==> config.mk <==
export PLATFORM = sky130hd
export DESIGN_NAME = pipe_carry_adder_flat
export DESIGN_NICKNAME = d
export VERILOG_FILES = /design/src/rtl/pipe_carry_adder_if.sv /design/src/rtl/pipe_carry_adder_seg_adder.sv /design/src/rtl/pipe_carry_adder.sv /design/src/flat_wrapper.sv
export SDC_FILE = /design/constraint.sdc
export NUM_CORES = 1
export LEC_CHECK = 0
export BUFFER_PORTS_ARGS = -buffer_cell sky130_fd_sc_hd__buf_2
export CAP_MARGIN = 5
export CORE_AREA = 2 2 101 103
export CTS_CLUSTER_SIZE = 24
export DETAILED_ROUTE_END_ITERATION = 12
export DIE_AREA = 0 0 103 105
export SLEW_MARGIN = 20
export SYNTH_ARGS = -nofsm -noshare
export SYNTH_HDL_FRONTEND = slang
export SYNTH_SLANG_ARGS = --single-unit
==> constraint.sdc <==
create_clock -name clk -period 4.7 [get_ports clk]
set_input_delay 0.94 -clock clk [delete_from_list [all_inputs] [get_ports clk]]
set_output_delay 0.94 -clock clk [all_outputs]
set_load 0.01 [all_outputs]
==> src/rtl/pipe_carry_adder_if.sv <==
// Operand/result handshake bundle for pipe_carry_adder.
// master: drives operands and out_ready; slave: the adder.
interface pipe_carry_adder_if #(
  parameter int WIDTH = 16
) ();
  logic             in_valid;
  logic             in_ready;
  logic [WIDTH-1:0] a;
  logic [WIDTH-1:0] b;
  logic             cin;
  logic             sub;
  logic             out_valid;
  logic             out_ready;
  logic [WIDTH-1:0] y;
  logic             cout;
  logic             ovf;

  modport master (
    output in_valid, a, b, cin, sub, out_ready,
    input  in_ready, out_valid, y, cout, ovf
  );

  modport slave (
    input  in_valid, a, b, cin, sub, out_ready,
    output in_ready, out_valid, y, cout, ovf
  );
endinterface

==> src/rtl/pipe_carry_adder_seg_adder.sv <==
// SEG-bit combinational ripple adder for one pipeline segment.
// Ports: a, b, cin in; y sum, cout carry out, cmsb carry into MSB.
module seg_adder #(
  parameter int SEG = 4
) (
  input  logic [SEG-1:0] a,
  input  logic [SEG-1:0] b,
  input  logic           cin,
  output logic [SEG-1:0] y,
  output logic           cout,
  output logic           cmsb
);
  logic [SEG:0] c;

  assign c[0] = cin;

  for (genvar i = 0; i < SEG; i++) begin : g_bit
    assign y[i]   = a[i] ^ b[i] ^ c[i];
    assign c[i+1] = (a[i] & b[i]) | (c[i] & (a[i] ^ b[i]));
  end

  assign cout = c[SEG];
  assign cmsb = c[SEG-1];
endmodule

==> src/rtl/pipe_carry_adder.sv <==
// Carry-pipelined add/subtract, SEG bits resolved per stage.
// Ports: clk, rst (async high), io (slave): valid/ready operands
// a, b, cin, sub in; y, cout, ovf out with valid/ready.
module pipe_carry_adder #(
  parameter int WIDTH = 16,
  parameter int SEG   = 4
) (
  input logic               clk,
  input logic               rst,
  pipe_carry_adder_if.slave io
);
  localparam int STAGES = WIDTH / SEG;

  if (SEG < 1 || (WIDTH % SEG) != 0 ||
      STAGES < 1 || STAGES > 16) begin : g_chk
    $error("pipe_carry_adder: bad WIDTH/SEG");
  end

  logic stall;
  logic en;

  // stage inputs (combinational) and stage registers
  logic [WIDTH-1:0] ia [STAGES];
  logic [WIDTH-1:0] ib [STAGES];
  logic [WIDTH-1:0] iy [STAGES];
  logic [WIDTH-1:0] ny [STAGES];
  logic             ic [STAGES];
  logic             iv [STAGES];
  logic [SEG-1:0]   sy [STAGES];
  logic             co [STAGES];
  logic             cm [STAGES];

  logic [WIDTH-1:0] ra  [STAGES];
  logic [WIDTH-1:0] rb  [STAGES];
  logic [WIDTH-1:0] ry  [STAGES];
  logic             rc  [STAGES];
  logic             vld [STAGES];
  logic             rovf;

  // whole pipe advances unless the output is blocked;
  // bubbles move with it so they never cause a stall
  assign stall       = vld[STAGES-1] & ~io.out_ready;
  assign en          = ~stall;
  assign io.in_ready = en;

  for (genvar k = 0; k < STAGES; k++) begin : g_stage
    if (k == 0) begin : g_head
      // subtract is a + ~b + ~cin
      assign ia[k] = io.a;
      assign ib[k] = io.sub ? ~io.b : io.b;
      assign ic[k] = io.cin ^ io.sub;
      assign iy[k] = '0;
      assign iv[k] = io.in_valid;
    end else begin : g_body
      assign ia[k] = ra[k-1];
      assign ib[k] = rb[k-1];
      assign ic[k] = rc[k-1];
      assign iy[k] = ry[k-1];
      assign iv[k] = vld[k-1];
    end

    seg_adder #(
      .SEG (SEG)
    ) u_seg (
      .a    (ia[k][k*SEG +: SEG]),
      .b    (ib[k][k*SEG +: SEG]),
      .cin  (ic[k]),
      .y    (sy[k]),
      .cout (co[k]),
      .cmsb (cm[k])
    );

    // splice this stage's segment into the partial result
    for (genvar j = 0; j < STAGES; j++) begin : g_seg
      if (j == k) begin : g_new
        assign ny[k][j*SEG +: SEG] = sy[k];
      end else begin : g_old
        assign ny[k][j*SEG +: SEG] = iy[k][j*SEG +: SEG];
      end
    end
  end

  always_ff @(posedge clk or posedge rst) begin
    if (rst) begin
      for (int k = 0; k < STAGES; k++) begin
        vld[k] <= 1'b0;
        ra[k]  <= '0;
        rb[k]  <= '0;
        ry[k]  <= '0;
        rc[k]  <= 1'b0;
      end
      rovf <= 1'b0;
    end else if (en) begin
      for (int k = 0; k < STAGES; k++) begin
        vld[k] <= iv[k];
        ra[k]  <= ia[k];
        rb[k]  <= ib[k];
        ry[k]  <= ny[k];
        rc[k]  <= co[k];
      end
      rovf <= cm[STAGES-1] ^ co[STAGES-1];
    end
  end

  assign io.out_valid = vld[STAGES-1];
  assign io.y         = ry[STAGES-1];
  assign io.cout      = rc[STAGES-1];
  assign io.ovf       = rovf;
endmodule

==> src/flat_wrapper.sv <==
// flat-port wrapper written by rule: the top's interface ports become plain ports
module pipe_carry_adder_flat 
#(
  parameter int WIDTH = 16,
  parameter int SEG   = 4
)
  (clk, rst, io_in_valid, io_a, io_b, io_cin, io_sub, io_out_ready, io_in_ready, io_out_valid, io_y, io_cout, io_ovf);
  pipe_carry_adder_if #(.WIDTH(WIDTH)) io_i ();
  input logic clk;
  input logic rst;
  input wire logic [$bits(io_i.in_valid)-1:0] io_in_valid;
  input wire logic [$bits(io_i.a)-1:0] io_a;
  input wire logic [$bits(io_i.b)-1:0] io_b;
  input wire logic [$bits(io_i.cin)-1:0] io_cin;
  input wire logic [$bits(io_i.sub)-1:0] io_sub;
  input wire logic [$bits(io_i.out_ready)-1:0] io_out_ready;
  output wire logic [$bits(io_i.in_ready)-1:0] io_in_ready;
  output wire logic [$bits(io_i.out_valid)-1:0] io_out_valid;
  output wire logic [$bits(io_i.y)-1:0] io_y;
  output wire logic [$bits(io_i.cout)-1:0] io_cout;
  output wire logic [$bits(io_i.ovf)-1:0] io_ovf;
  assign io_i.in_valid = io_in_valid;
  assign io_i.a = io_a;
  assign io_i.b = io_b;
  assign io_i.cin = io_cin;
  assign io_i.sub = io_sub;
  assign io_i.out_ready = io_out_ready;
  assign io_in_ready = io_i.in_ready;
  assign io_out_valid = io_i.out_valid;
  assign io_y = io_i.y;
  assign io_cout = io_i.cout;
  assign io_ovf = io_i.ovf;
  pipe_carry_adder #(.WIDTH(WIDTH), .SEG(SEG)) u_core (.clk(clk), .rst(rst), .io(io_i));
endmodule
==> run summary, run 1 <==
Cell family with most CP delay: simple AND/OR/NAND/NOR gates
Reg2reg path depth: 9
Drt drc: 0
Max stage delay on crit path: 570 ps
CP arrival: 2010 ps
Post-CTS Resized: 0
Wirelength, routed: 6.79 mm
R2R Path Start: u_core.ib[12]
Antenna violations before repair: 0
Std-Cell Rows: 36
Worst VDD drop: 252 uV
Core box area: 0.00964 mm^2
Setup crit end kind: primary output
Die footprint: 0.0108 mm^2
# setup viols final: 0
Synth top area share: 57.2%
Synthesized area per cell: 15.2 um^2
Io pins: 58
Critical Path, Cell by Cell: buf_2 > nand2b_4 > buf_2
Post-synthesis sequential area ratio: 57.2%
N_diodes: 0
Gp weighted congestion: 0.674
Fillers: 889
Final net count: 389
Hpwl dp: 4.44 mm
Clock buffer count from CTS: 9
Max Buffers Root-to-Sink: 2
WP buf/inv: 2
Crit. Startpoint: io_out_ready
Hold Fails Final Rpt: 0
Die Wd: 103 um
CP dominant cell by count: buf_2
Clock root buffer: clkbuf_8
Final non-filler cell total: 473
Area Growth Syn to Fin: 13.9%
Final Cycle Share: 62.7%
CP max FO: 44
Fmax: 0.339 GHz
PD cells: 629 mW/mm^2
Die Ht: 105 um
Initial Util: 44.0%
Worst-path clk slew: 90 ps
Share of cells above drive strength 1: 47.4%
Routed length per placed instance: 14.3 um
Via/cell ratio: 4.65
CTS H-Tree Depth: 3
Post-route ant nets: 0
Fraction of registers with async set/reset: 100%
Synth cell count leaders: dfrtp_1 (97), mux2_2 (74), inv_1 (25)
LEAKAGE: 2.22 nW
Yosys Warn Count: 0
# Post-CTS Setup Buffers: 0
Overflow after GRT: 0
DRT iter0 DRCs: 71
Max Clock Skew: 10.2 ps
First-pass GRT wire length: 11.6 mm
Slew Limit Fails: 0
Register bit total from synthesis: 97
TritonCTS clock tree: yes
Worst hold start: u_core.iv[0]
RSZ-0062 raised after global routing: no
Slowest-stage cell, CP: nand2b_4
Final setup margin: 1750 ps
Hold buffers post-CTS: 0
Total placed cells including tap cells: 457
Tmin final: 2950 ps
CTS Sinks: 97
DRT Pass-1 Iters: 4
Worst rel slew slack: 36.8%
Vias: 2,199
Largest net degree at the start of global routing: 79
Port buffer count: 57
Syn Std Cell Area: 0.00424 mm^2
Synth area leader: dfrtp_1
Worst hold path depth: 1
Kind of critical path: in2out
DP Worst Slack: 1590 ps
Slew @ Worst Pin: 948 ps
WP depth: 3
Ys flop type: dfrtp_1
Critical Path RT: 3760 ps
Hold Path Class: reg2reg
Syn_nets: 333
Total track usage: 13.8%
Most frequent cell after synthesis: dfrtp_1
Outcome: complete, no violations
Synth unique cells: 16
Vias in the first global route: 2,350
Max-Cap Viols: 0
Setup TNS: 0 ps
Synth Instances: 279
Ranking of synthesized cells by area: dfrtp_1 (57%), mux2_2 (20%), fa_1 (7.6%), mux2_4 (3.5%), xor2_1 (2.9%)
EDFF count, synth: 0
Reg2reg setup slack: 2280 ps
CP startpoint kind: input pin
Clk_lat worst skew: 360 ps
registers in the layout, indices dropped and copies added, names as in the netlist:
signal               count
u_core.ia               24
u_core.ib               24
u_core.ic                3
u_core.io.cout           1
u_core.io.out_valid      1
u_core.io.ovf            1
u_core.io.y             16
u_core.iv                3
u_core.iy               24
layout make-up:
type	instances	area, um^2	area share, %
timing repair buffer	60	308	6.37
tap	133	166	3.44
inverter	25	96.3	1.99
clock inverter	4	51.3	1.06
clock buffer	12	155	3.21
sequential	97	2430	50.2
multi-input combinational	142	1630	33.7
cell families (layout without fill, tap and decap cells):
kind of cell | count (synthesis) | count (layout) | synth area share [%]
and+or+nand+nor | 12 | 12 | 2.24
DFF | 97 | 97 | 57.2
adders and majority gates | 16 | 16 | 7.55
xor gates and xnor gates | 18 | 18 | 3.72
buffers and inverters | 40 | 101 | 4.42
muxes | 86 | 86 | 23.7
AOI/OAI and AO/OA | 10 | 10 | 1.18
worst paths after layout:
check	to
hold reg to reg	u_core.io.out_valid
max in group asynchronous	u_core.ib[31]
setup reg to reg	u_core.io.ovf
hold / removal	u_core.io.out_valid
min in group asynchronous	u_core.io.y[6]
setup / recovery	io_in_ready
cells in the final DEF (no fill, tap or decap), drive strengths merged, types with 4 or more instances in the layout:
cell type and n:
buf 60, a21oi 10, mux2 84, clkbuf 12, dfrtp 97, fa 16
nor3b 10, inv 25, xor2 14, xnor2 4
power by group:
part | internal (mW) | switching [mW]
combinational | 0.612 | 0.444
clock | 0.276 | 0.286
sequential | 1.21 | 0.209
layer usage:
layer,global-route usage (%),share of wire (%),vias up
met5,0,0,-
met4,5.08,1.7,0
met3,3.34,4.1,11
met2,20.0,44,43
met1,20.3,50,1116
li1,-,-,1029
per-stage QoR:
stage               area (um^2)  utilization (%)  total power [mW]  hold WS, ps
floorplan                  4240                -              2.23          430
global placement           4620             48.0              2.48          442
detailed placement         4620             48.0              2.52          444
CTS                        4830             50.1              3.09          465
global route               4830             50.1              3.31          491
finish                     4830             50.1              3.04          460
Power figures use the tool's default switching activity.
==> inputs of run 2 (changes only) <==
Settings changed: ABC_AREA set to 1.
Clock period 4.7 ns to 2.89 ns, I/O delays scaled along.
==> run 2 against run 1 <==
Effect of this change:
- power is 54% higher
- via count is 31% higher
- die area stayed put
- sequential power is 57% higher
==> run summary, run 2 <==
Clock buffer count from CTS: 9 (unchanged)
Tmin final: 2310 ps
Die footprint: 0.0108 mm^2 (unchanged)
Multi-input logic area: 0.00145 mm^2 (-11%)
Overflow after GRT: 0 (unchanged)
WP buf/inv: 3 (+1)
Critical Path, Cell by Cell: fa_1 > inv_1 > fa_1 > inv_1 > fa_1 > inv_1 > fa_1 > o21ai_0
Slowest-stage cell, CP: fa_1
Syn_nets: 519 (+56%)
Yosys Warn Count: 0 (unchanged)
CP arrival: 2590 ps (+580 ps)
Total track usage: 15.4% (+1.5 points)
Slew Limit Fails: 0 (unchanged)
RR Endpoint: u_core.io.y[15]
Area Growth Syn to Fin: 13.9% (about the same)
Clk_lat worst skew: 350 ps (about the same)
Fraction of registers with async set/reset: 100% (unchanged)
TritonCTS clock tree: yes
Reg2reg setup slack: 580 ps (-1700 ps)
Post-route ant nets: 0 (unchanged)
Drt drc: 0 (unchanged)
Synth cell count leaders: nand2_1 (196), dfrtp_1 (97), inv_1 (59)
Vias in the first global route: 2,795 (+19%)
CTS H-Tree Depth: 3 (unchanged)
Final core occ: 50.0% (-0.10 points)
CP startpoint kind: register
RSZ-0062 raised after global routing: no
Clock root buffer: clkbuf_8
Top Layer Used: met4
Final Cycle Share: 79.8%
Worst-path clk slew: 90 ps (about the same)
Max stage delay on crit path: 430 ps (-140 ps)
Synth top area share: 57.3% (+0.10 points)
Core box area: 0.00964 mm^2 (unchanged)
Register bit total from synthesis: 97 (unchanged)
Synth area leader: dfrtp_1
Share of cells above drive strength 1: 15.5% (-32 points)
DRT iter0 DRCs: 102 (+44%)
PD cells: 968 mW/mm^2 (+54%)
CTS Sinks: 97 (unchanged)
Crit. Startpoint: u_core.ia[12]
Critical Path RT: 3170 ps (-590 ps)
Max Buffers Root-to-Sink: 2 (unchanged)
Syn Std Cell Area: 0.00423 mm^2 (-0.18%)
Hold buffers post-CTS: 0 (unchanged)
Wire length on met1: 3.75 mm (+10%)
Gp weighted congestion: 0.732 (+8.6%)
Sequential standard cell area: 0.00243 mm^2 (unchanged)
First-pass GRT wire length: 13.0 mm (+13%)
Hpwl dp: 5.09 mm (+15%)
R2R Path Start: u_core.ia[12]
Total chip power: 4.66 mW (+54%)
Most frequent cells in the layout: nand2_1 (196), dfrtp_1 (97), inv_1 (58)
Kind of critical path: reg2reg
Wirelength, routed: 7.48 mm (+10%)
Synth Instances: 465 (+67%)
Post-synthesis sequential area ratio: 57.3% (+0.10 points)
Commonest non-fill, non-tap cell in the layout: nand2_1
Routed wl met2: 3.33 mm (+11%)
Io pins: 58 (unchanged)
Vias: 2,870 (+31%)
WP depth: 8 (+5)
Post-CTS Resized: 0 (unchanged)
Via/cell ratio: 4.39 (-5.6%)
End point of the critical path: u_core.io.y[15]
Worst VDD drop: 279 uV (+11%)
Reg2reg path depth: 8 (-1)
Port buffer count: 57 (unchanged)
Ranking of synthesized cells by area: dfrtp_1 (57%), nand2_1 (17%), fa_1 (7.6%), o21ai_0 (6.7%), inv_1 (5.2%)
Cell family with most CP delay: adder cells
Largest net degree at the start of global routing: 96 (+22%)
Hold Path Class: in2async
Slew @ Worst Pin: 760 ps (-187 ps)
CP max FO: 2 (-95%)
Routed wl met3: 221 um (-21%)
Synthesized area per cell: 9.11 um^2 (-40%)
Die Ht: 105 um (unchanged)
Max-Cap Viols: 0 (unchanged)
Ys flop type: dfrtp_1
EDFF count, synth: 0 (unchanged)
# setup viols final: 0 (unchanged)
Initial Util: 43.9% (-0.078 points)
LEAKAGE: 2.57 nW (+16%)
Fmax: 0.433 GHz
Std-Cell Rows: 36 (unchanged)
Synth unique cells: 16 (unchanged)
Outcome: complete, no violations
Worst rel slew slack: 49.3% (+12 points)
Routed length per placed instance: 11.4 um (-20%)
CP dominant cell by count: fa_1
Final net count: 570 (+47%)
Max Clock Skew: 6.88 ps (-3.35 ps)
Antenna violations before repair: 0 (unchanged)
Setup TNS: 0 ps (unchanged)
# Post-CTS Setup Buffers: 0 (unchanged)
Die Wd: 103 um (unchanged)
DRT Pass-1 Iters: 4 (unchanged)
N_diodes: 0 (unchanged)
Most frequent cell after synthesis: nand2_1
Fillers: 974 (+9.6%)
Hold Fails Final Rpt: 0 (unchanged)
Setup crit end kind: register
run 2: changes by cell type after synthesis, moves of 3 or more:
cell / change
mux2_2: -74
nand2_1: +196
nor3b_1: -10
a21oi_1: -10
nand3_1: +9
xor2_1: -10
mux2_4: -10
xnor2_1: -3
o21ai_0: +57
inv_1: +34
buf_4: +6
run 2: worst min path at each step:
stage / startpoint / slack [ps] / end / cells past startpoint
6_report: rst / 340 / u_core.ia[40] / 3
5_1_grt: rst / 380 / u_core.ib[29] / 3
4_1_cts: rst / 340 / u_core.ib[29] / 3
3_5_place_dp: u_core.iv[0] / 430 / u_core.io.out_valid / 2
3_3_place_gp: u_core.iv[0] / 430 / u_core.io.out_valid / 2
2_1_floorplan: u_core.iv[0] / 420 / u_core.io.out_valid / 2
run 2: final cells by class:
cell class                      count  area share, %
Inverter                           60           4.75
Clock inverter                      2          0.727
Sequential cell                    97           50.4
Multi-Input combinational cell    285           30.0
Timing Repair Buffer               63           7.11
Tap cell                          133           3.45
Clock buffer                       14           3.58
run 2: layer usage:
metal	global-route usage, %	up-vias
met3	2.21	12
li1	-	1493
met5	0	-
met2	22.3	41
met1	22.5	1324
met4	7.61	0
run 2: cell families (layout without fill, tap and decap cells):
group	after synthesis	after routing	synth area share, %
buffers and inverters	83	139	8.48
DFF	97	97	57.3
adders and majority gates	16	16	7.57
AOI/OAI and AO/OA	57	57	6.74
and+or+nand+nor	207	207	18.9
xor gates and xnor gates	5	5	1.03
run 2: report_power, final:
| group | total [mW] | leakage (nW) | internal [mW] | switching (mW) |
|---|---|---|---|---|
| registers | 2.23 | 1.18 | 1.95 | 0.281 |
| logic | 1.54 | 1.29 | 0.589 | 0.950 |
| clock network | 0.894 | 0.107 | 0.471 | 0.423 |
| total | 4.66 | 2.57 | 3.01 | 1.65 |
run 2: worst reg2reg max path: stages, from the launching register on:
cell and delay [ps]:
dfrtp_1 410, fa_1 420, inv_1 90, fa_1 190, inv_1 60, fa_1 430, inv_1 110, fa_1 390
o21ai_0 150
run 2: metrics by stage:
step	hold slack, ps	cell area, um^2	setup slack, ps	instances
after floorplan	420	4240	145	465
after global placement	433	4610	302	638
after detailed placement	434	4610	202	638
after CTS	341	4820	554	654
after global routing	378	4820	457	654
final	344	4820	583	654
==> inputs of run 3 (changes only) <==
Clock period 2.89 ns to 2.4 ns, I/O delays scaled along.
==> run 3 against run 2 <==
Effect of this change:
- final area rose by 1.6%
- critical path depth unchanged
- clock power grew 20%
- count of clock-buffer cells in the layout down 2
- cell count increased by 0.46%
- via count decreased by 0.63%
- flip-flop and latch count did not move
==> run summary, run 3 (synthesis results as in run 2) <==
Multi-input logic area: 0.00147 mm^2 (+1.2%)
Die Ht: 105 um (unchanged)
Hold Path Class: in2async
Fmax: 0.444 GHz (+2.5%)
Critical Path RT: 2680 ps (-490 ps)
Max-Cap Viols: 0 (unchanged)
Clock power share: 18.8% (-0.4 points)
Hold buffers post-CTS: 0 (unchanged)
Die footprint: 0.0108 mm^2 (unchanged)
RSZ-0062 raised after global routing: no
Port buffer count: 57 (unchanged)
Vias in the first global route: 2,915 (+4.3%)
Final setup margin: 149 ps (-434 ps)
Total track usage: 15.6% (+0.24 points)
PD cells: 1160 mW/mm^2 (+20%)
Sequential standard cell area: 0.00243 mm^2 (unchanged)
Max Clock Skew: 11.9 ps (+4.98 ps)
Internal Power: 3.66 mW (+21%)
Post-route ant nets: 0 (unchanged)
Gp weighted congestion: 0.748 (+2.1%)
Routed wl met2: 3.25 mm (-2.6%)
Clock buffer count from CTS: 9 (unchanged)
TritonCTS clock tree: yes
Cell Area, Placed: 0.00468 mm^2 (+1.4%)
Die Wd: 103 um (unchanged)
Antenna violations before repair: 0 (unchanged)
Hold_ws: 236 ps (-107 ps)
Core box area: 0.00964 mm^2 (unchanged)
Final core occ: 50.8% (+0.79 points)
CTS Sinks: 97 (unchanged)
DRT iter0 DRCs: 92 (-9.8%)
Wire length on met1: 3.66 mm (-2.3%)
Routed wl met3: 287 um (+30%)
Vias: 2,852 (-0.63%)
Final Cycle Share: 93.8% (+14 points)
Clock root buffer: clkbuf_8
Reg2reg path depth: 8 (unchanged)
Overflow after GRT: 0 (unchanged)
DRT Pass-1 Iters: 4 (unchanged)
R2R Path Start: u_core.ia[24]
DP Worst Slack: -117 ps (-319 ps)
Final net count: 573 (+0.53%)
Via/cell ratio: 4.34 (-1.1%)
Worst VDD drop: 339 uV (+21%)
Sequential Power Share: 47.3% (-0.5 points)
Switch Pwr: 2.03 mW (+22%)
Largest net degree at the start of global routing: 54 (-44%)
Clk_lat worst skew: 350 ps (about the same)
Worst rel slew slack: 50.7% (+1.4 points)
N_diodes: 0 (unchanged)
Fillers: 949 (-2.6%)
CP arrival: 2530 ps (-60 ps)
Slew @ Worst Pin: 738 ps (-22.4 ps)
CTS H-Tree Depth: 3 (unchanged)
Wirelength, routed: 7.32 mm (-2.1%)
Std-Cell Rows: 36 (unchanged)
Initial Util: 43.9% (unchanged)
CP max FO: 2 (unchanged)
LEAKAGE: 2.59 nW (+0.78%)
Slew Limit Fails: 0 (unchanged)
# setup viols final: 0 (unchanged)
Total chip power: 5.68 mW (+22%)
Setup TNS: 0 ps (unchanged)
Tmin final: 2250 ps (-56.2 ps)
Kind of critical path: reg2reg
Io pins: 58 (unchanged)
CP startpoint kind: register
Setup crit end kind: register
Final non-filler cell total: 657 (+0.46%)
Switch share: 35.6% (+0.20 points)
Hpwl dp: 5.21 mm (+2.4%)
Total placed cells including tap cells: 640 (+0.31%)
Crit. Startpoint: u_core.ia[24]
Max Buffers Root-to-Sink: 2 (unchanged)
Outcome: complete, no violations
Share of cells above drive strength 1: 17.6% (+2.0 points)
Area Growth Syn to Fin: 15.7%
Worst-path clk slew: 90 ps (about the same)
First-pass GRT wire length: 13.4 mm (+2.9%)
Most frequent cells in the layout: nand2_1 (196), dfrtp_1 (97), buf_2 (57)
Final instance area: 0.00490 mm^2 (+1.6%)
Top Layer Used: met4
Hold Fails Final Rpt: 0 (unchanged)
Routed length per placed instance: 11.1 um (-2.5%)
Drt drc: 0 (unchanged)
Commonest non-fill, non-tap cell in the layout: nand2_1
Combinational power share: 33.9% (+0.9 points)
run 3: cell count changes in the layout (fill, tap and decap cells not counted), sizes merged:
cell,change
clkinvlp,+1
buf,+3
clkbuf,-2
clkinv,+1
run 3: repair_timing:
item,4_1_cts,5_1_grt
endpoints found under the setup margin,0,4
setup buffers,0,1
gates resized for setup,0,5
run 3: worst paths after layout:
check | end | slack [ps]
max in group asynchronous | u_core.ia[31] | 1550
min in group clk | u_core.iv[2] | 330
worst min-delay path | u_core.ia[45] | 240
worst max-delay path | u_core.iy[11] | 150
worst min register to register | u_core.io.out_valid | 470
worst max register to register | u_core.iy[11] | 150
run 3: power by group through the flow:
stage               clock network [mW]  logic (mW)  registers (mW)
CTS                               1.11        1.95            2.69
global placement                     0        1.87            2.71
floorplan                            0        1.33            2.73
finish                            1.07        1.93            2.69
global route                      1.18        2.31            2.78
detailed placement                   0        1.93            2.72
run 3: area by class of cell:
| class | instances | share of cell area (%) |
|---|---|---|
| Clock inverter | 4 | 1.05 |
| Clock buffer | 12 | 3.17 |
| Multi-Input combinational cell | 285 | 29.9 |
| Timing Repair Buffer | 66 | 8.23 |
| Sequential cell | 97 | 49.6 |
| Inverter | 60 | 4.68 |
| Tap cell | 133 | 3.40 |
run 3: metal layers:
metal	track usage [%]	vias up
li1	-	1498
met1	22.6	1297
met2	23.4	47
met3	2.81	10
met4	6.20	0
met5	0	-
run 3: worst max-delay path: stages (launching register included):
cell	delay, ps
dfrtp_1	400
fa_1	410
inv_1	90
fa_1	170
inv_1	50
fa_1	420
inv_1	90
fa_1	380
o21ai_0	160
